### src/rtl/cordic_vectoring.sv
// Iterative vectoring-mode CORDIC: one micro-rotation per clock, returning the
// unscaled magnitude (gain ~1.6468) and atan2 phase in binary-angle units.
module cordic_vectoring #(
  parameter int WIDTH      = 9,
  parameter int ITERATIONS = 9
) (
  input  logic                    clock,
  input  logic                    reset,
  input  logic signed [WIDTH-1:0] x_in,
  input  logic signed [WIDTH-1:0] y_in,
  input  logic                    in_valid,
  output logic                    in_ready,
  output logic        [WIDTH+1:0] magnitude,
  output logic signed [WIDTH-1:0] phase,
  output logic                    out_valid,
  input  logic                    out_ready
);

  localparam int XW = WIDTH + 2;
  localparam int ZW = WIDTH + 1;

  typedef enum logic [1:0] {IDLE, ITER, DONE} state_t;

  state_t               r_state;
  state_t               w_nextState;
  logic signed [XW-1:0] r_x;
  logic signed [XW-1:0] r_y;
  logic signed [ZW-1:0] r_z;
  logic        [3:0]    r_iter;
  logic                 r_zero;
  logic        [XW-1:0] r_mag;
  logic        [WIDTH-1:0] r_phase;

  logic signed [XW-1:0] w_xExt;
  logic signed [XW-1:0] w_yExt;
  logic signed [XW-1:0] w_xPre;
  logic signed [XW-1:0] w_yPre;
  logic signed [ZW-1:0] w_zPre;
  logic signed [XW-1:0] w_xShift;
  logic signed [XW-1:0] w_yShift;
  logic signed [ZW-1:0] w_atan;
  logic signed [XW-1:0] w_xNext;
  logic signed [XW-1:0] w_yNext;
  logic signed [ZW-1:0] w_zNext;
  logic                 w_lastIter;

  function automatic logic signed [ZW-1:0] atanEntry(input logic [3:0] idx);
    case (idx)
      4'd0:    atanEntry = ZW'(64);
      4'd1:    atanEntry = ZW'(38);
      4'd2:    atanEntry = ZW'(20);
      4'd3:    atanEntry = ZW'(10);
      4'd4:    atanEntry = ZW'(5);
      4'd5:    atanEntry = ZW'(3);
      4'd6:    atanEntry = ZW'(1);
      4'd7:    atanEntry = ZW'(1);
      default: atanEntry = '0;
    endcase
  endfunction

  // Two guard bits let -(-256) be represented exactly and hold the ~596 worst case.
  assign w_xExt = {{2{x_in[WIDTH-1]}}, x_in};
  assign w_yExt = {{2{y_in[WIDTH-1]}}, y_in};

  always_comb begin
    w_xPre = w_xExt;
    w_yPre = w_yExt;
    w_zPre = '0;
    if (w_xExt[XW-1]) begin
      if (!w_yExt[XW-1]) begin
        w_xPre = w_yExt;
        w_yPre = -w_xExt;
        w_zPre = ZW'(128);
      end else begin
        w_xPre = -w_yExt;
        w_yPre = w_xExt;
        w_zPre = -ZW'(128);
      end
    end
  end

  assign w_xShift   = r_x >>> r_iter;
  assign w_yShift   = r_y >>> r_iter;
  assign w_atan     = atanEntry(r_iter);
  assign w_lastIter = (r_iter == 4'(ITERATIONS - 1));

  always_comb begin
    w_xNext = r_x - w_yShift;
    w_yNext = r_y + w_xShift;
    w_zNext = r_z - w_atan;
    if (!r_y[XW-1]) begin
      w_xNext = r_x + w_yShift;
      w_yNext = r_y - w_xShift;
      w_zNext = r_z + w_atan;
    end
  end

  always_ff @(posedge clock or posedge reset) begin
    if (reset) begin
      r_state <= IDLE;
    end else begin
      r_state <= w_nextState;
    end
  end

  always_comb begin
    w_nextState = r_state;
    in_ready    = 1'b0;
    out_valid   = 1'b0;
    case (r_state)
      IDLE: begin
        in_ready = 1'b1;
        if (in_valid) w_nextState = ITER;
      end
      ITER: begin
        if (w_lastIter) w_nextState = DONE;
      end
      DONE: begin
        out_valid = 1'b1;
        if (out_ready) w_nextState = IDLE;
      end
      default: w_nextState = IDLE;
    endcase
  end

  // Results are latched on the final micro-rotation so they stay frozen in DONE.
  always_ff @(posedge clock or posedge reset) begin
    if (reset) begin
      r_x     <= '0;
      r_y     <= '0;
      r_z     <= '0;
      r_iter  <= '0;
      r_zero  <= 1'b0;
      r_mag   <= '0;
      r_phase <= '0;
    end else begin
      case (r_state)
        IDLE: begin
          if (in_valid) begin
            r_x    <= w_xPre;
            r_y    <= w_yPre;
            r_z    <= w_zPre;
            r_iter <= '0;
            r_zero <= (x_in == '0) && (y_in == '0);
          end
        end
        ITER: begin
          r_x    <= w_xNext;
          r_y    <= w_yNext;
          r_z    <= w_zNext;
          r_iter <= r_iter + 4'd1;
          if (w_lastIter) begin
            r_mag   <= r_zero ? '0 : $unsigned(w_xNext);
            r_phase <= r_zero ? '0 : w_zNext[WIDTH-1:0];
          end
        end
        default: ;
      endcase
    end
  end

  assign magnitude = r_mag;
  assign phase     = r_phase;

endmodule

### config.mk
export PLATFORM = sky130hd
export DESIGN_NAME = cordic_vectoring
export DESIGN_NICKNAME = d
export VERILOG_FILES = /design/src/rtl/cordic_vectoring.sv
export SDC_FILE = /design/constraint.sdc
export NUM_CORES = 1
export LEC_CHECK = 0
export BUFFER_PORTS_ARGS = -buffer_cell sky130_fd_sc_hd__clkbuf_2
export CAP_MARGIN = 20
export CORE_ASPECT_RATIO = 0.6
export CORE_MARGIN = 10
export CORE_UTILIZATION = 25
export DETAILED_ROUTE_END_ITERATION = 8
export SYNTH_ARGS = -nofsm -noshare
export SYNTH_HDL_FRONTEND = slang
export SYNTH_SLANG_ARGS = --single-unit
export TNS_END_PERCENT = 50
### constraint.sdc
create_clock -name clock -period 14 [get_ports clock]
set_clock_uncertainty 0.05 [all_clocks]
set_input_delay 0.7 -clock clock [delete_from_list [all_inputs] [get_ports clock]]
set_output_delay 0.7 -clock clock [all_outputs]
set_load 0.01 [all_outputs]
Yosys cells after proc, flatten, opt, wreduce, memory -nomap -nowiden --
Memories as Yosys holds them, arrays and structs flattened. Cells that the tools add are included.
Cells by class: $add $sub $neg 9, eq/ne operators 6, shifts and indexed selects 2, mux-type cells 26, reductions and logical operators 9
Operators with widths (number):
- 11-bit two-way mux | 9
- 10-bit two-way mux | 5
- 11-bit one-hot mux with 2 select lines | 2
- 11-bit adder | 2
- 9-bit negator with 11-bit output | 2
- 11-bit by 4-bit >>> shifter with 11-bit output | 2
- 11-bit subtractor | 2
- 10-bit one-hot mux with 2 select lines | 1
- 9-bit logical NOT | 2
- 10-bit adder | 1
- 10-bit subtractor | 1
- 9-bit two-way mux | 1
- 4-bit one-hot mux with 2 select lines | 1
- 2-bit two-way mux | 3
- 2-bit inequality test, second input constant | 3
- 2-bit one-hot mux with 3 select lines | 1
- 2-bit AND reduction | 3
- 4-bit by 1-bit adder with 4-bit output, second input constant | 1
- 4-bit == test, second input constant | 1
- 4-bit two-way mux | 1
- 3-bit AND reduction | 1
- 2-bit by 1-bit == test with 1-bit output, second input constant | 1
- 2-bit == test, second input constant | 1
- 2-bit logical NOT | 1
- other kinds (3) | 4
Storage, ports and cells: flip-flop bits (word level) 59, memory bits (read-only) 56, input bits 22, output and inout port bits 22, logic and storage cells 61, memories kept 1
Memories:
- (no name shown) | depth 8, bits a word 7, read ports 1, clocked after Yosys merged registers in 0, wr ports 0, RTL line 48 | case (idx)

Depth between registers and ports, before layout --
depth in word-level cells 5, gate-level depth with buffers 21, depth with buffers taken out 18

Least setup slack after synthesis --
Ideal clock, no wire load.
path type register to register, start register r_iter[1], end register r_y[10], library setup time 0.076 ns, arrival 4.346 ns, data required time 13.874 ns, slack 9.527 ns, cell stages (with the launch flop) 18, buffers on the path 3, period minus slack after synthesis 4.473 ns, cell sequence dfrtp_1 > buf_2 > buf_2 > inv_2 > clkbuf_1 > mux4_2 > mux2i_1 > inv_1 > ha_1 > mux2_2 > fa_1 > a21o_1 > a21oi_1 > o21ai_1 > nand2b_1 > a221oi_1 > xor3_1 > o21ai_1
On the way: cells in the longest elaborated chain, start to end 4, elaborated cells between the ends (all ways) 5, classes of those cells 2 x add/sub; 1 x shift; 2 x mux
RTL lines:
- start, declared | RTL line 29 | logic [3:0] r_iter;
- start signal, assigned | RTL line 151 | r_iter <= r_iter + 4'd1;
- 11-bit by 4-bit >>> shifter with 11-bit output * | RTL line 82 | assign w_xShift = r_x >>> r_iter;
- 11-bit subtractor or 11-bit adder (tied branches) | RTL line 93, 89
- 11-bit two-way mux * | RTL line 91 | if (!r_y[XW-1]) begin
- 11-bit one-hot mux with 2 select lines * | RTL line 137 | case (r_state)
- end signal, assigned | RTL line 141 | r_y <= w_yPre;
- end signal, assigned | RTL line 149 | r_y <= w_yNext;
- end, declared | RTL line 27 | logic signed [XW-1:0] r_y;
Every way passes the cells marked *; elsewhere a longest branch is shown, timed or not. A chain may end at the register's enable or synchronous reset.

Final worst setup path --
start register r_iter[1], end register r_mag[10] (netlist: magnitude[10])
On the way: cells in the longest elaborated chain, start to end 4, elaborated cells between the ends (all ways) 7, classes of those cells 2 x add/sub; 1 x eq/ne; 1 x shift; 2 x mux; 1 x reduce/logical
RTL lines:
- 11-bit by 4-bit >>> shifter with 11-bit output | RTL line 83 | assign w_yShift = r_y >>> r_iter;
- 11-bit adder or 11-bit subtractor (tied branches) | RTL line 92, 88
- 11-bit two-way mux | RTL line 91
- 11-bit two-way mux | RTL line 153 | r_mag <= r_zero ? '0 : $unsigned(w_xNext);
- end signal, assigned | RTL line 153
- end, declared | RTL line 31 | logic [XW-1:0] r_mag;
Parallel ways exist; a longest one is shown, timed or not.

==> summary.txt <==
Outcome
  • Outcome: completed

Worst setup path
  • CP Cell Sequence: mux4_2, mux2_2, mux2i_2, ha_1, or3b_4, a211o_1, mux2_1, o22ai_1, ha_1, a21oi_1, a211o_1, and2_1, xnor3_1, a22o_1
  • Setup Crit Path Kind: flop to flop
  • CP max stage cell: dfrtp_1
  • Top delay family on crit path: multiplexers
  • CP endpoint kind: flop
  • Worst Path Max Fanout: 28
  • Crit path buf inv count: 0
  • Req. time, crit path: 14180 ps
  • CP Launch Type: flop
  • Critical path's largest stage delay: 970 ps
  • Worst endpoint data arrival time: 5270 ps

Global route
  • Gr ovfl total: 0
  • GRT Util Overall: 0.124
  • First-pass GRT wire length: 29100 um
  • Largest net degree at the start of global routing: 59
  • Initial antenna violation count: 1
  • Vias in the first global route: 4935

Floorplan
  • Die ar.: 29800 sq um
  • Row count: 42
  • Die H: 138 um
  • IO Pins: 44
  • Core area: 22400 sq um
  • Die Width: 216 um
  • Initial Util: 0.258

STA
  • Max Slew Vio Count: 0
  • Slew Limit Headroom: 0.353
  • Final Critical Period: 5090 ps
  • Final Cycle Share: 0.364
  • Peak Freq: 0.196 GHz
  • Final hold slack: 424 ps
  • Final Hold Vio Count: 0
  • Worst slew pin tran: 970 ps
  • Fin worst setup slack: 8910 ps
  • RSZ-0062 raised after global routing: false
  • Setup violations, final: 0
  • Setup TNS: 0 ps

Yosys
  • #FFs+latches synth: 58
  • Register area share after synthesis: 0.251
  • Post-synthesis cell type count: 68
  • Post-Syn Area: 5770 sq um
  • Synth Flop Type: dfrtp_1
  • Synthesized area per cell: 8.21 sq um
  • EDFF count, synth: 0
  • Syn nets: 770
  • Ys async rst share: 1.00
  • YS warnings: 0
  • Syn Inst Count: 703

Layout
  • Diodes inserted: 0
  • Commonest non-fill, non-tap cell in the layout: nand2_1
  • Final core occ: 0.292
  • Layout cells sized above 1: 0.132
  • Filler Cell Count: 2444
  • Fin nets: 788
  • Multi-input gate area: 4020 sq um
  • Reg area: 1450 sq um
  • Area Overhead vs Synth: 13.1%
  • Most frequent cells in the layout: nand2_1, nor2_1, dfrtp_1

Run
  • Max Cap Viol: 0

Drt
  • Drt first-iter violations: 413
  • First-pass DRT Iterations: 5
  • Avg WL per Cell: 17.7 um
  • Via/cell ratio: 5.22
  • Final WL: 18300 um
  • DR vias: 5396
  • # DRC: 0
  • ANT nets after route: 0

Clock network
  • PostCTS Resize Cnt: 0
  • H-tree depth: 3
  • CTS Buf Count: 9
  • Hold_buf cts: 0
  • Clock Tree Buf Depth: 2
  • Later-pin clock latency in the skew report: 340 ps
  • Clk slew on worst S/H paths: 50 ps
  • Num Clock Sinks: 58
  • Post-CTS Setup Inserts: 0
  • CTS tree: built
  • Clock root buffer: clkbuf_16

Place
  • Pre-CTS WS: 9000 ps
  • Port bufs: 43
  • DP Wirelength: 13900 um
  • Routability cong.: 0.940

Worst hold path
  • Min-delay worst type: flop to flop
worst paths after layout:
| kind | start | end | slack, ps | cells after the start |
|---|---|---|---|---|
| max reg2reg | r_iter[1] | magnitude[10] | 8910 | 14 |
| max in group asynchronous | reset | r_z[5] | 12840 | 3 |
| min reg2reg | phase[0] | phase[0] | 420 | 2 |
| max | r_iter[1] | magnitude[10] | 8910 | 14 |
| min | phase[0] | phase[0] | 420 | 2 |
| min in group asynchronous | reset | magnitude[5] | 510 | 3 |
layer usage:
layer  GRT usage  vias to the layer above  share of wire
met5           0                        -        0.00071
li1            -                     2592              -
met1       0.201                     2590           0.56
met3      0.0501                       11          0.098
met2       0.141                      201           0.34
met4      0.0155                        2         0.0044
cell usage after synthesis, types with 4 or more instances:
library cell	n	share of area
mux2_1	5	0.0098
nand2b_1	14	0.015
a22o_1	12	0.018
nand3_1	15	0.013
buf_2	5	0.0043
nand2_1	69	0.045
nor3_1	12	0.010
a211oi_1	22	0.029
ha_1	42	0.091
a21o_1	10	0.013
mux2_2	14	0.027
o31ai_1	10	0.013
xnor2_1	24	0.036
xor2_1	22	0.033
or3_1	6	0.0065
o211ai_1	6	0.0078
and2_1	4	0.0043
nor2b_1	14	0.015
o21ai_1	5	0.0043
a21oi_1	46	0.040
buf_1	5	0.0033
mux4_2	6	0.023
mux2i_1	21	0.036
o22ai_1	8	0.0087
nor2_1	59	0.038
dfrtp_1	58	0.25
clkbuf_1	34	0.022
nor4_1	4	0.0043
a22oi_1	4	0.0052
inv_1	30	0.020
o21a_1	5	0.0065
and3_1	5	0.0054
o21ai_0	50	0.043
cells by family (layout without fill, tap and decap cells):
| logic type | count (synthesis) | after routing | share of synthesized area |
|---|---|---|---|
| AOI/OAI and AO/OA | 208 | 208 | 0.233 |
| xor gates and xnor gates | 48 | 48 | 0.0778 |
| adders and majority gates | 45 | 45 | 0.101 |
| buffers and inverters | 77 | 100 | 0.0524 |
| DFF | 58 | 58 | 0.251 |
| muxes | 47 | 47 | 0.0993 |
| and+or+nand+nor | 220 | 220 | 0.184 |
worst reg2reg max path, stage by stage, from the launching register on:
cell	delay [ps]
dfrtp_1	970
mux4_2	470
mux2_2	290
mux2i_2	260
ha_1	250
or3b_4	430
a211o_1	330
mux2_1	320
o22ai_1	150
ha_1	300
a21oi_1	310
a211o_1	250
and2_1	190
xnor3_1	220
a22o_1	200
sequential cells by signal, summed over array words and instances, names as in the netlist:
name,flops
r_y,11
r_iter,4
magnitude,11
r_z,9
r_state,2
phase,9
r_zero,1
r_x,11
metrics by stage:
stage               std cells  area [sq um]
floorplan                 703          5770
global placement         1018          6260
detailed placement       1018          6260
CTS                      1034          6530
global route             1034          6530
finish                   1034          6530
final cells by class:
class	count	area share
clock buffer	13	0.0383
clock inverter	3	0.00230
inverter	32	0.0184
multi-input combinational	568	0.616
sequential	58	0.222
tap	308	0.0590
timing repair buffer	52	0.0433
Power is not shown: default switching activity piles up to over one toggle a cycle in this logic, so the estimate is an artifact.
